### config.mk
export PLATFORM = sky130hd
export DESIGN_NAME = sms32_inv_power_38
export DESIGN_NICKNAME = d
export VERILOG_FILES = /design/src/rtl/sms32_inv_power_38_pkg.sv /design/src/rtl/sms32_inv_power_38_gf64_comp_mul.sv /design/src/rtl/sms32_inv_power_38.sv
export SDC_FILE = /design/constraint.sdc
export NUM_CORES = 1
export LEC_CHECK = 0
export ABC_AREA = 0
export CAP_MARGIN = 30
export CORE_ASPECT_RATIO = 0.8
export CORE_MARGIN = 3
export CORE_UTILIZATION = 40
export CTS_BUF_LIST = sky130_fd_sc_hd__clkbuf_16
export DETAILED_ROUTE_END_ITERATION = 16
export MAX_ROUTING_LAYER = met4
export PLACE_DENSITY = 0.61
export SLEW_MARGIN = 0
export SYNTH_ARGS = -nofsm -noshare
export SYNTH_HDL_FRONTEND = slang
export SYNTH_SLANG_ARGS = --single-unit
### constraint.sdc
create_clock -name clk -period 2.9 [get_ports clk]
set_input_delay 0.435 -clock clk [delete_from_list [all_inputs] [get_ports clk]]
set_output_delay 0.435 -clock clk [all_outputs]
set_load 0.01 [all_outputs]
### src/rtl/sms32_inv_power_38_pkg.sv
// Shared state type, exponent constants and basis-change helpers for the SMS32 power engine.
// The polynomial basis is GF(2)[x]/(x^6+x^5+x^3+x^2+1); x maps to the composite generator Y.
package sms32_pkg;

  localparam int unsigned GF_W   = 6;
  localparam int unsigned HALF_W = 3;
  localparam int unsigned STEP_W = 3;

  typedef enum logic [1:0] {
    IDLE = 2'd0,
    CALC = 2'd1,
    DONE = 2'd2
  } state_t;

  // Composite element hi*Y + lo with hi, lo in GF(2^3)
  typedef struct packed {
    logic [HALF_W-1:0] hi;
    logic [HALF_W-1:0] lo;
  } comp_t;

  localparam logic [GF_W-1:0]   EXP_INV   = 6'd38;
  localparam logic [GF_W-1:0]   EXP_FWD   = 6'd5;
  localparam logic [STEP_W-1:0] LAST_STEP = 3'd5;

  // GF(2^3) uses z^3+z+1; Y^2 = Y + LAMBDA with LAMBDA = z+1 (trace 1, so irreducible)
  localparam logic [HALF_W-1:0] GF8_LAMBDA = 3'b011;
  localparam logic [GF_W-1:0]   COMP_ONE   = 6'b000_001;

  function automatic logic [HALF_W-1:0] gf8_mul(input logic [HALF_W-1:0] a,
                                                 input logic [HALF_W-1:0] b);
    logic [4:0] p;
    p = '0;
    for (int i = 0; i < 3; i++) begin
      if (b[i]) p = p ^ (5'(a) << i);
    end
    // fold z^3 -> z+1 and z^4 -> z^2+z
    return p[2:0] ^ {1'b0, p[3], p[3]} ^ {p[4], p[4], 1'b0};
  endfunction

  function automatic logic [HALF_W-1:0] gf8_mul_lambda(input logic [HALF_W-1:0] a);
    return gf8_mul(a, GF8_LAMBDA);
  endfunction

  // Columns are Y^0..Y^5 written as {hi,lo}: 01,08,0B,13,0E,3B
  function automatic logic [GF_W-1:0] iso(input logic [GF_W-1:0] x);
    logic [GF_W-1:0] w;
    w[0] = x[0] ^ x[2] ^ x[3] ^ x[5];
    w[1] = x[2] ^ x[3] ^ x[4] ^ x[5];
    w[2] = x[4];
    w[3] = x[1] ^ x[2] ^ x[4] ^ x[5];
    w[4] = x[3] ^ x[5];
    w[5] = x[5];
    return w;
  endfunction

  function automatic logic [GF_W-1:0] inv_iso(input logic [GF_W-1:0] w);
    logic [GF_W-1:0] x;
    x[0] = w[0] ^ w[1] ^ w[2];
    x[1] = w[1] ^ w[3] ^ w[4] ^ w[5];
    x[2] = w[1] ^ w[2] ^ w[4];
    x[3] = w[4] ^ w[5];
    x[4] = w[2];
    x[5] = w[5];
    return x;
  endfunction

endpackage

### src/rtl/sms32_inv_power_38_gf64_comp_mul.sv
// Combinational GF((2^3)^2) multiplier: three GF(2^3) products (Karatsuba) plus LAMBDA scaling.
module gf64_comp_mul
  import sms32_pkg::*;
(
  input  logic [GF_W-1:0] i_a,
  input  logic [GF_W-1:0] i_b,
  output logic [GF_W-1:0] o_p_c
);

  comp_t             w_a;
  comp_t             w_b;
  comp_t             w_p;
  logic [HALF_W-1:0] w_hh;
  logic [HALF_W-1:0] w_ll;
  logic [HALF_W-1:0] w_mid;

  assign w_a = comp_t'(i_a);
  assign w_b = comp_t'(i_b);

  assign w_hh  = gf8_mul(w_a.hi, w_b.hi);
  assign w_ll  = gf8_mul(w_a.lo, w_b.lo);
  assign w_mid = gf8_mul(w_a.hi ^ w_a.lo, w_b.hi ^ w_b.lo);

  // (a1 Y + a0)(b1 Y + b0) with Y^2 = Y + LAMBDA
  assign w_p.hi = w_mid ^ w_ll;
  assign w_p.lo = w_ll ^ gf8_mul_lambda(w_hh);

  assign o_p_c = GF_W'(w_p);

endmodule

### src/rtl/sms32_inv_power_38.sv
// Iterative x^38 (inverse SMS32 S-box) engine, LSB-first square-and-multiply over six steps.
// Define SMS32_FWD_MODE_EN to add the mode port selecting the forward x^5 map.
module sms32_inv_power_38
  import sms32_pkg::*;
(
  input  logic            clk,
  input  logic            rst_n,
  input  logic            in_valid,
  output logic            in_ready,
  input  logic [GF_W-1:0] in_data,
  output logic            out_valid,
  input  logic            out_ready,
  output logic [GF_W-1:0] out_data
`ifdef SMS32_FWD_MODE_EN
  ,
  input  logic            mode
`endif
);

  state_t              r_state;
  logic [GF_W-1:0]     r_acc;
  logic [GF_W-1:0]     r_sq;
  logic [STEP_W-1:0]   r_step;
  logic [GF_W-1:0]     r_exp;
  logic                r_in_ready;
  logic                r_out_valid;
  logic [GF_W-1:0]     r_out_data;

  state_t              w_state_nxt;
  logic [GF_W-1:0]     w_acc_nxt;
  logic [GF_W-1:0]     w_sq_nxt;
  logic [STEP_W-1:0]   w_step_nxt;
  logic [GF_W-1:0]     w_exp_nxt;
  logic [GF_W-1:0]     w_out_data_nxt;
  logic [GF_W-1:0]     w_acc_prod;
  logic [GF_W-1:0]     w_sq_prod;
  logic [GF_W-1:0]     w_exp_sel;

`ifdef SMS32_FWD_MODE_EN
  assign w_exp_sel = mode ? EXP_FWD : EXP_INV;
`else
  assign w_exp_sel = EXP_INV;
`endif

  gf64_comp_mul u_mul_acc (
    .i_a   (r_acc),
    .i_b   (r_sq),
    .o_p_c (w_acc_prod)
  );

  gf64_comp_mul u_mul_sq (
    .i_a   (r_sq),
    .i_b   (r_sq),
    .o_p_c (w_sq_prod)
  );

  // Next-state and datapath update
  always_comb begin
    w_state_nxt    = r_state;
    w_acc_nxt      = r_acc;
    w_sq_nxt       = r_sq;
    w_step_nxt     = r_step;
    w_exp_nxt      = r_exp;
    w_out_data_nxt = r_out_data;
    case (r_state)
      IDLE: begin
        if (in_valid) begin
          w_sq_nxt    = iso(in_data);
          w_acc_nxt   = COMP_ONE;
          w_step_nxt  = '0;
          w_exp_nxt   = w_exp_sel;
          w_state_nxt = CALC;
        end
      end
      CALC: begin
        if (r_exp[r_step]) w_acc_nxt = w_acc_prod;
        w_sq_nxt = w_sq_prod;
        if (r_step == LAST_STEP) begin
          w_out_data_nxt = inv_iso(w_acc_nxt);
          w_state_nxt    = DONE;
        end else begin
          w_step_nxt = r_step + 3'd1;
        end
      end
      DONE: begin
        if (out_ready) w_state_nxt = IDLE;
      end
      default: begin
        w_state_nxt = IDLE;
      end
    endcase
  end

  always_ff @(posedge clk) begin
    if (!rst_n) begin
      r_state     <= IDLE;
      r_acc       <= '0;
      r_sq        <= '0;
      r_step      <= '0;
      r_exp       <= '0;
      r_in_ready  <= 1'b1;
      r_out_valid <= 1'b0;
      r_out_data  <= '0;
    end else begin
      r_state     <= w_state_nxt;
      r_acc       <= w_acc_nxt;
      r_sq        <= w_sq_nxt;
      r_step      <= w_step_nxt;
      r_exp       <= w_exp_nxt;
      r_in_ready  <= (w_state_nxt == IDLE);
      r_out_valid <= (w_state_nxt == DONE);
      r_out_data  <= w_out_data_nxt;
    end
  end

  assign in_ready  = r_in_ready;
  assign out_valid = r_out_valid;
  assign out_data  = r_out_data;

endmodule

Word-level counts from Yosys, hierarchy flattened
Index checks and enable logic that the tools add are counted.
{"block": "word_totals", "ff_bits": 26, "elab_cells": 110, "out_inout_bits": 8, "inputBits": 10}
{"block": "op_classes", "n_eq_ne": 6, "n_lt_le_gt_ge": 1, "bitwise_logic": 54, "add_sub_neg": 1, "mux": 33, "n_reduce_logical": 7}
{"cell": "$mux W5", "count": 12}
{"cell": "$xor A3 B3 Y3", "count": 12}
{"cell": "$xor A5 B4 Y5", "count": 6}
{"cell": "$xor A5 B5 Y5", "count": 6}
{"cell": "$mux W3", "count": 8}
{"cell": "$mux W6", "count": 4}
{"cell": "$pmux W6 S2", "count": 2}
{"cell": "$xor A3 B2 Y3", "count": 8}
{"cell": "$xor A1 B1 Y1", "count": 18}
{"cell": "$xor A3 B4 Y4", "count": 2}
{"cell": "$mux W2", "count": 3}
{"cell": "$pmux W2 S3", "count": 1}
{"cell": "$pmux W3 S2", "count": 1}
{"cell": "$reduce_and A2 Y1", "count": 3}
{"cell": "$xor A3 B1 Y3 const B", "count": 2}
{"cell": "$eq A2 B2 Y1 const B", "count": 2}
{"cell": "$logic_not A2 Y1", "count": 2}
{"cell": "$lt A3 B4 Y1 const B", "count": 1}
{"cell": "$ne A2 B2 Y1 const B", "count": 2}
{"cell": "$add A3 B1 Y3 const B", "count": 1}
{"cell": "$bmux W1 S3", "count": 1}
{"cell": "$eq A3 B3 Y1 const B", "count": 1}
{"cell": "$reduce_and A3 Y1", "count": 1}
{"cell": "$eq A2 B1 Y1 const B", "count": 1}
{"cell": "other kinds (2)", "count": 2}

Longest topological paths before layout
{"block": "logic_depth", "depth_word": 16, "ltp_mapped": 11, "depth_no_buf": 9}

By module
Synthesis repeated with hierarchy kept, for this count alone.
{"block": "unflattened", "hier_cells": 381, "hier_area_um2": 2965.3}
{"module": "gf64_comp_mul", "area_per_inst_um2": 785.8, "seq_area_each_um2": 0.0, "instances": 2, "cells_each": 107}
{"module": "sms32_inv_power_38", "area_per_inst_um2": 1393.8, "seq_area_each_um2": 520.5, "instances": 1, "cells_each": 167}

Least setup slack after synthesis
No wires, ideal clock.
{"block": "synth_path", "path_kind": "register -> register", "startpoint": "register r_acc[0]", "endpoint": "register r_out_data[1] (netlist: out_data[1])", "setup_time_ps": 122, "path_slack_ps": 553, "t_arrival_ps": 2225, "stages_incl_launch_ff": 11, "required_time_ps": 2778, "path_cell_list": "dfxtp_1 -> buf_6 -> nand2_2 -> xnor3_2 -> xnor3_2 -> mux2_4 -> a22oi_2 -> o22a_2 -> nand3_1 -> a211oi_2 -> nor3b_2"}
{"block": "synth_via", "elab_chain_cells": 14}
{"element": "from (decl)", "line": "sms32_inv_power_38.sv:21", "rtl": "logic [GF_W-1:0] r_acc;"}
{"element": "from (signal assigned)", "line": "sms32_inv_power_38.sv:106", "rtl": "r_acc <= w_acc_nxt;"}
{"element": "$xor A3 B3 Y3", "line": "sms32_inv_power_38_gf64_comp_mul.sv:22", "rtl": "assign w_mid = gf8_mul(w_a.hi ^ w_a.lo, w_b.hi ^ w_b.lo);"}
{"element": "$mux W3", "line": "sms32_inv_power_38_pkg.sv:34", "rtl": "if (b[i]) p = p ^ (5'(a) << i);"}
{"element": "$xor A5 B4 Y5", "line": "sms32_inv_power_38_pkg.sv:34"}
{"element": "$mux W5", "line": "sms32_inv_power_38_pkg.sv:34"}
{"element": "$xor A5 B5 Y5", "line": "sms32_inv_power_38_pkg.sv:34"}
{"element": "$mux W5", "line": "sms32_inv_power_38_pkg.sv:34"}
{"element": "$xor A3 B2 Y3", "line": "sms32_inv_power_38_pkg.sv:37", "rtl": "return p[2:0] ^ {1'b0, p[3], p[3]} ^ {p[4], p[4], 1'b0};"}
{"element": "$xor A3 B3 Y3", "line": "sms32_inv_power_38_pkg.sv:37"}
{"element": "$xor A3 B3 Y3", "line": "sms32_inv_power_38_gf64_comp_mul.sv:25", "rtl": "assign w_p.hi = w_mid ^ w_ll;"}
{"element": "$mux W6 (*)", "line": "sms32_inv_power_38.sv:76", "rtl": "if (r_exp[r_step]) w_acc_nxt = w_acc_prod;"}
{"element": "$mux W6 (*)", "line": "sms32_inv_power_38.sv:65", "rtl": "case (r_state)"}
{"element": "$xor A1 B1 Y1 (2 in series)", "line": "sms32_inv_power_38_pkg.sv:59", "rtl": "x[1] = w[1] ^ w[3] ^ w[4] ^ w[5];"}
{"element": "$xor A1 B1 Y1 (*)", "line": "sms32_inv_power_38_pkg.sv:59"}
{"element": "to (signal assigned)", "line": "sms32_inv_power_38.sv:112", "rtl": "r_out_data <= w_out_data_nxt;"}
{"element": "to (decl)", "line": "sms32_inv_power_38.sv:27", "rtl": "logic [GF_W-1:0] r_out_data;"}
Every way passes the cells marked *; elsewhere a longest branch is shown, timed or not. The select of a mux whose other input is x is not followed.
A chain may end at the register's enable or synchronous reset.

Worst setup path after layout
{"block": "layout_path", "startpoint": "register r_acc[5]", "endpoint": "register r_out_data[1] (netlist: out_data[1])"}
{"block": "layout_via", "elab_chain_cells": 16}
{"element": "$mux W3", "line": "sms32_inv_power_38_pkg.sv:34"}
{"element": "$xor A5 B4 Y5", "line": "sms32_inv_power_38_pkg.sv:34"}
{"element": "$mux W5", "line": "sms32_inv_power_38_pkg.sv:34"}
{"element": "$xor A5 B5 Y5", "line": "sms32_inv_power_38_pkg.sv:34"}
{"element": "$mux W5", "line": "sms32_inv_power_38_pkg.sv:34"}
{"element": "$xor A3 B2 Y3", "line": "sms32_inv_power_38_pkg.sv:37"}
{"element": "$xor A3 B3 Y3", "line": "sms32_inv_power_38_pkg.sv:37"}
{"element": "$xor A3 B4 Y4", "line": "sms32_inv_power_38_pkg.sv:34"}
{"element": "$xor A3 B2 Y3", "line": "sms32_inv_power_38_pkg.sv:37"}
{"element": "$xor A3 B1 Y3", "line": "sms32_inv_power_38_pkg.sv:37"}
{"element": "$xor A3 B3 Y3", "line": "sms32_inv_power_38_gf64_comp_mul.sv:26", "rtl": "assign w_p.lo = w_ll ^ gf8_mul_lambda(w_hh);"}
{"element": "$mux W6 (*)", "line": "sms32_inv_power_38.sv:76"}
{"element": "$mux W6 (*)", "line": "sms32_inv_power_38.sv:65"}
{"element": "$xor A1 B1 Y1 (2 in series)", "line": "sms32_inv_power_38_pkg.sv:59"}
{"element": "$xor A1 B1 Y1 (*)", "line": "sms32_inv_power_38_pkg.sv:59"}
Marks and branches as above.

==> results.sh <==
export IMPL_power_per_cell_area_mw_per_mm2=415
export IMPL_syn_num_nets=291
export IMPL_critPathBufInv=0
export IMPL_ys_seq_area_share_pct=23.0
export IMPL_holdCritPathClass="register to register"
export IMPL_core_sq_mm=0.00524
export IMPL_routed_via_density=5.33
export IMPL_yosysTopAreaCellShare_pct=23.0
export IMPL_instances_no_fill=367
export IMPL_route_met3_wl_microns=195
export IMPL_p_int_w=0.000791
export IMPL_layout_nets=307
export IMPL_slowest_delay_ns=0.62
export IMPL_crit_required_ns=3.05
export IMPL_criticalPathCategory="register to register"
export IMPL_grt_pass1_wl_microns=8630
export IMPL_dp_cells=363
export IMPL_clkTransAtPathRegs_ns=0.07
export IMPL_maxCapViolations=0
export IMPL_hold_buffers=0
export IMPL_start_util_pct=43.2
export IMPL_synth_area_leaders="dfxtp_1, xnor2_1, nand2_1"
export IMPL_die_w_microns=90.1
export IMPL_async_reset_ff_share_pct=0
export IMPL_h_tree_depth=1
export IMPL_antenna_found_initial=0
export IMPL_clock_fmax_mhz=377
export IMPL_power_frac_clock_pct=37.1
export IMPL_grt_ovfl_total=0
export IMPL_cp_start_kind="register"
export IMPL_areaGrowthSynthToFinish_pct=17.1
export IMPL_dr_wl_met2_microns=2140
export IMPL_synthCells=277
export IMPL_port_buffers=17
export IMPL_n_fill_cell=519
export IMPL_max_vdd_ir_drop_mv=0.228
export IMPL_syn_avg_cell_area_sq_um=8.16
export IMPL_drcViolationCount=0
export IMPL_synth_top_area_cell="dfxtp_1"
export IMPL_cp_slowest_cell="xnor2_1"
export IMPL_drive_above_1_share_pct=15.8
export IMPL_numCtsBuffers=3
export IMPL_antenna_left=0
export IMPL_cts_root_buf="clkbuf_16"
export IMPL_register_area_sq_um=522
export IMPL_post_drt_wl_per_cell_microns=14.1
export IMPL_fin_worst_skew_ns=0.00425
export IMPL_ys_ff_latch=26
export IMPL_syn_area_sq_mm=0.00226
export IMPL_grt_max_degree=26
export IMPL_ys_top_cells_by_count="nand2_1, dfxtp_1, xnor2_1"
export IMPL_synth_ff_type="dfxtp_1"
export IMPL_p_seq_share_pct=37.0
export IMPL_die_h_microns=73.2
export IMPL_grt_pass1_vias=1733
export IMPL_synth_distinct_cells=64
export IMPL_post_route_period_util_pct=91.6
export IMPL_drt_first_pass_iters=5
export IMPL_ctsResizeCount=0
export IMPL_cts_num_sinks=26
export IMPL_dpl_hpwl_microns=3840
export IMPL_worstMarginPinSlew_ns=0.796
export IMPL_cts_setup_buffers=0
export IMPL_p_leak_nw=0.968
export IMPL_end_kind="register"
export IMPL_worstPathMaxFanout=9
export IMPL_outcome="completed"
export IMPL_rsz0062_at_grt="false"
export IMPL_ios=18
export IMPL_synth_most_common_cell="nand2_1"
export IMPL_highest_layer="met4"
export IMPL_max_slew_margin_pct=46.7
export IMPL_grtUsageTotal_pct=16.5
export IMPL_drt_iter0_markers=175
export IMPL_clock_latency_ns=0.26
export IMPL_cts_buffer_depth=2
export IMPL_netSwitchingPower_w=0.000307
export IMPL_diodes=0
export IMPL_place_gp_congestion=0.842
export IMPL_finalCriticalPeriod_ns=2.66
export IMPL_comb_power_share_pct=25.9
export IMPL_path_cells="xnor2_1 -> and3_1 -> a211oi_1 -> o311ai_1 -> xor2_1 -> o21ai_2 -> xnor2_2 -> nand4_1 -> nor3b_2"
export IMPL_route_vias_total=1957
export IMPL_final_hold_viol_count=0
export IMPL_synth_edf_count=0
export IMPL_cp_top_family="XOR/XNOR gates"
export IMPL_wl_microns=5160
export IMPL_finalSetupViolCount=0
export IMPL_num_rows=23
export IMPL_cts_tree="yes"
export IMPL_synth_warning_count=0
export IMPL_wl_met1_microns=2780
export IMPL_multi_input_area_sq_mm=0.00161
export IMPL_fin_tns_setup_ns=0
export IMPL_die_area_sq_mm=0.00660
export IMPL_slew_viol_final=0
export IMPL_switching_share_pct=28.0
export IMPL_worstPathArrival_ns=2.81
## state kept, by name (all words and copies together), names as in the netlist
name	count
r_state	2
in_ready	1
out_valid	1
out_data	6
r_sq	6
r_acc	6
r_exp	1
r_step	3
## layout make-up
| cell class | instances | share of cell area (%) |
|---|---|---|
| multi-input combinational | 223 | 60.8 |
| sequential | 26 | 19.7 |
| timing repair buffer | 34 | 11.2 |
| tap | 75 | 3.54 |
| clock buffer | 3 | 2.84 |
| clock inverter | 1 | 1.13 |
| inverter | 5 | 0.709 |
## layer usage
metal  vias up  track usage, %
met1       911            24.2
met3         6            2.47
met5         -               -
li1       1002               -
met4         0            3.40
met2        38            23.8
## cell families (layout without fill, tap and decap cells)
logic type	Yosys count	in the layout	synth area share, %
XOR/XNOR	40	40	17.8
AO/OA/AOI/OAI	68	68	22.3
flip-flops	26	26	23.0
buffers and inverters	28	43	5.76
multiplexers	11	11	6.09
adder cells (fa/ha/maj)	4	4	2.21
AND/OR/NAND/NOR	100	100	22.8
## power groups by stage
stage               combinational, W  sequential (W)  clock, W
floorplan                   0.000226        0.000393         0
global placement            0.000281        0.000414         0
detailed placement          0.000281        0.000414         0
CTS                         0.000283        0.000406  0.000413
global route                0.000312        0.000409  0.000423
finish                      0.000284        0.000407  0.000408
## path summary, 6_finish.rpt
path,startpoint,to,cells after the start,slack (ns)
max,r_acc[5],out_data[1],9,0.24
max reg2reg,r_acc[5],out_data[1],9,0.24
min,r_exp[1],r_exp[1],1,0.47
min reg2reg,r_exp[1],r_exp[1],1,0.47
## cell usage in the layout, fill, tap and decap left out, drive strengths merged, types with 6 or more instances in the layout
| master | instances |
|---|---|
| buf | 17 |
| xor2 | 12 |
| a21oi | 10 |
| o21ai | 14 |
| nor2 | 20 |
| nor2b | 13 |
| a21boi | 6 |
| nand2 | 37 |
| dfxtp | 26 |
| nand2b | 9 |
| xnor2 | 26 |
| clkdlybuf4s50 | 17 |
| mux2 | 6 |
## through the flow
step	setup WS [ns]	instance area, sq um	power, W	hold WS (ns)	util (%)
2_1_floorplan	0.553	2260	0.000620	0.441	-
3_3_place_gp	0.267	2540	0.000694	0.444	48.5
3_5_place_dp	0.235	2540	0.000696	0.458	48.5
4_1_cts	0.202	2650	0.00110	0.473	50.5
5_1_grt	0.0274	2650	0.00114	0.500	50.5
6_report	0.244	2650	0.00110	0.470	50.5
Note: power is estimated with default switching activity, not from simulation.
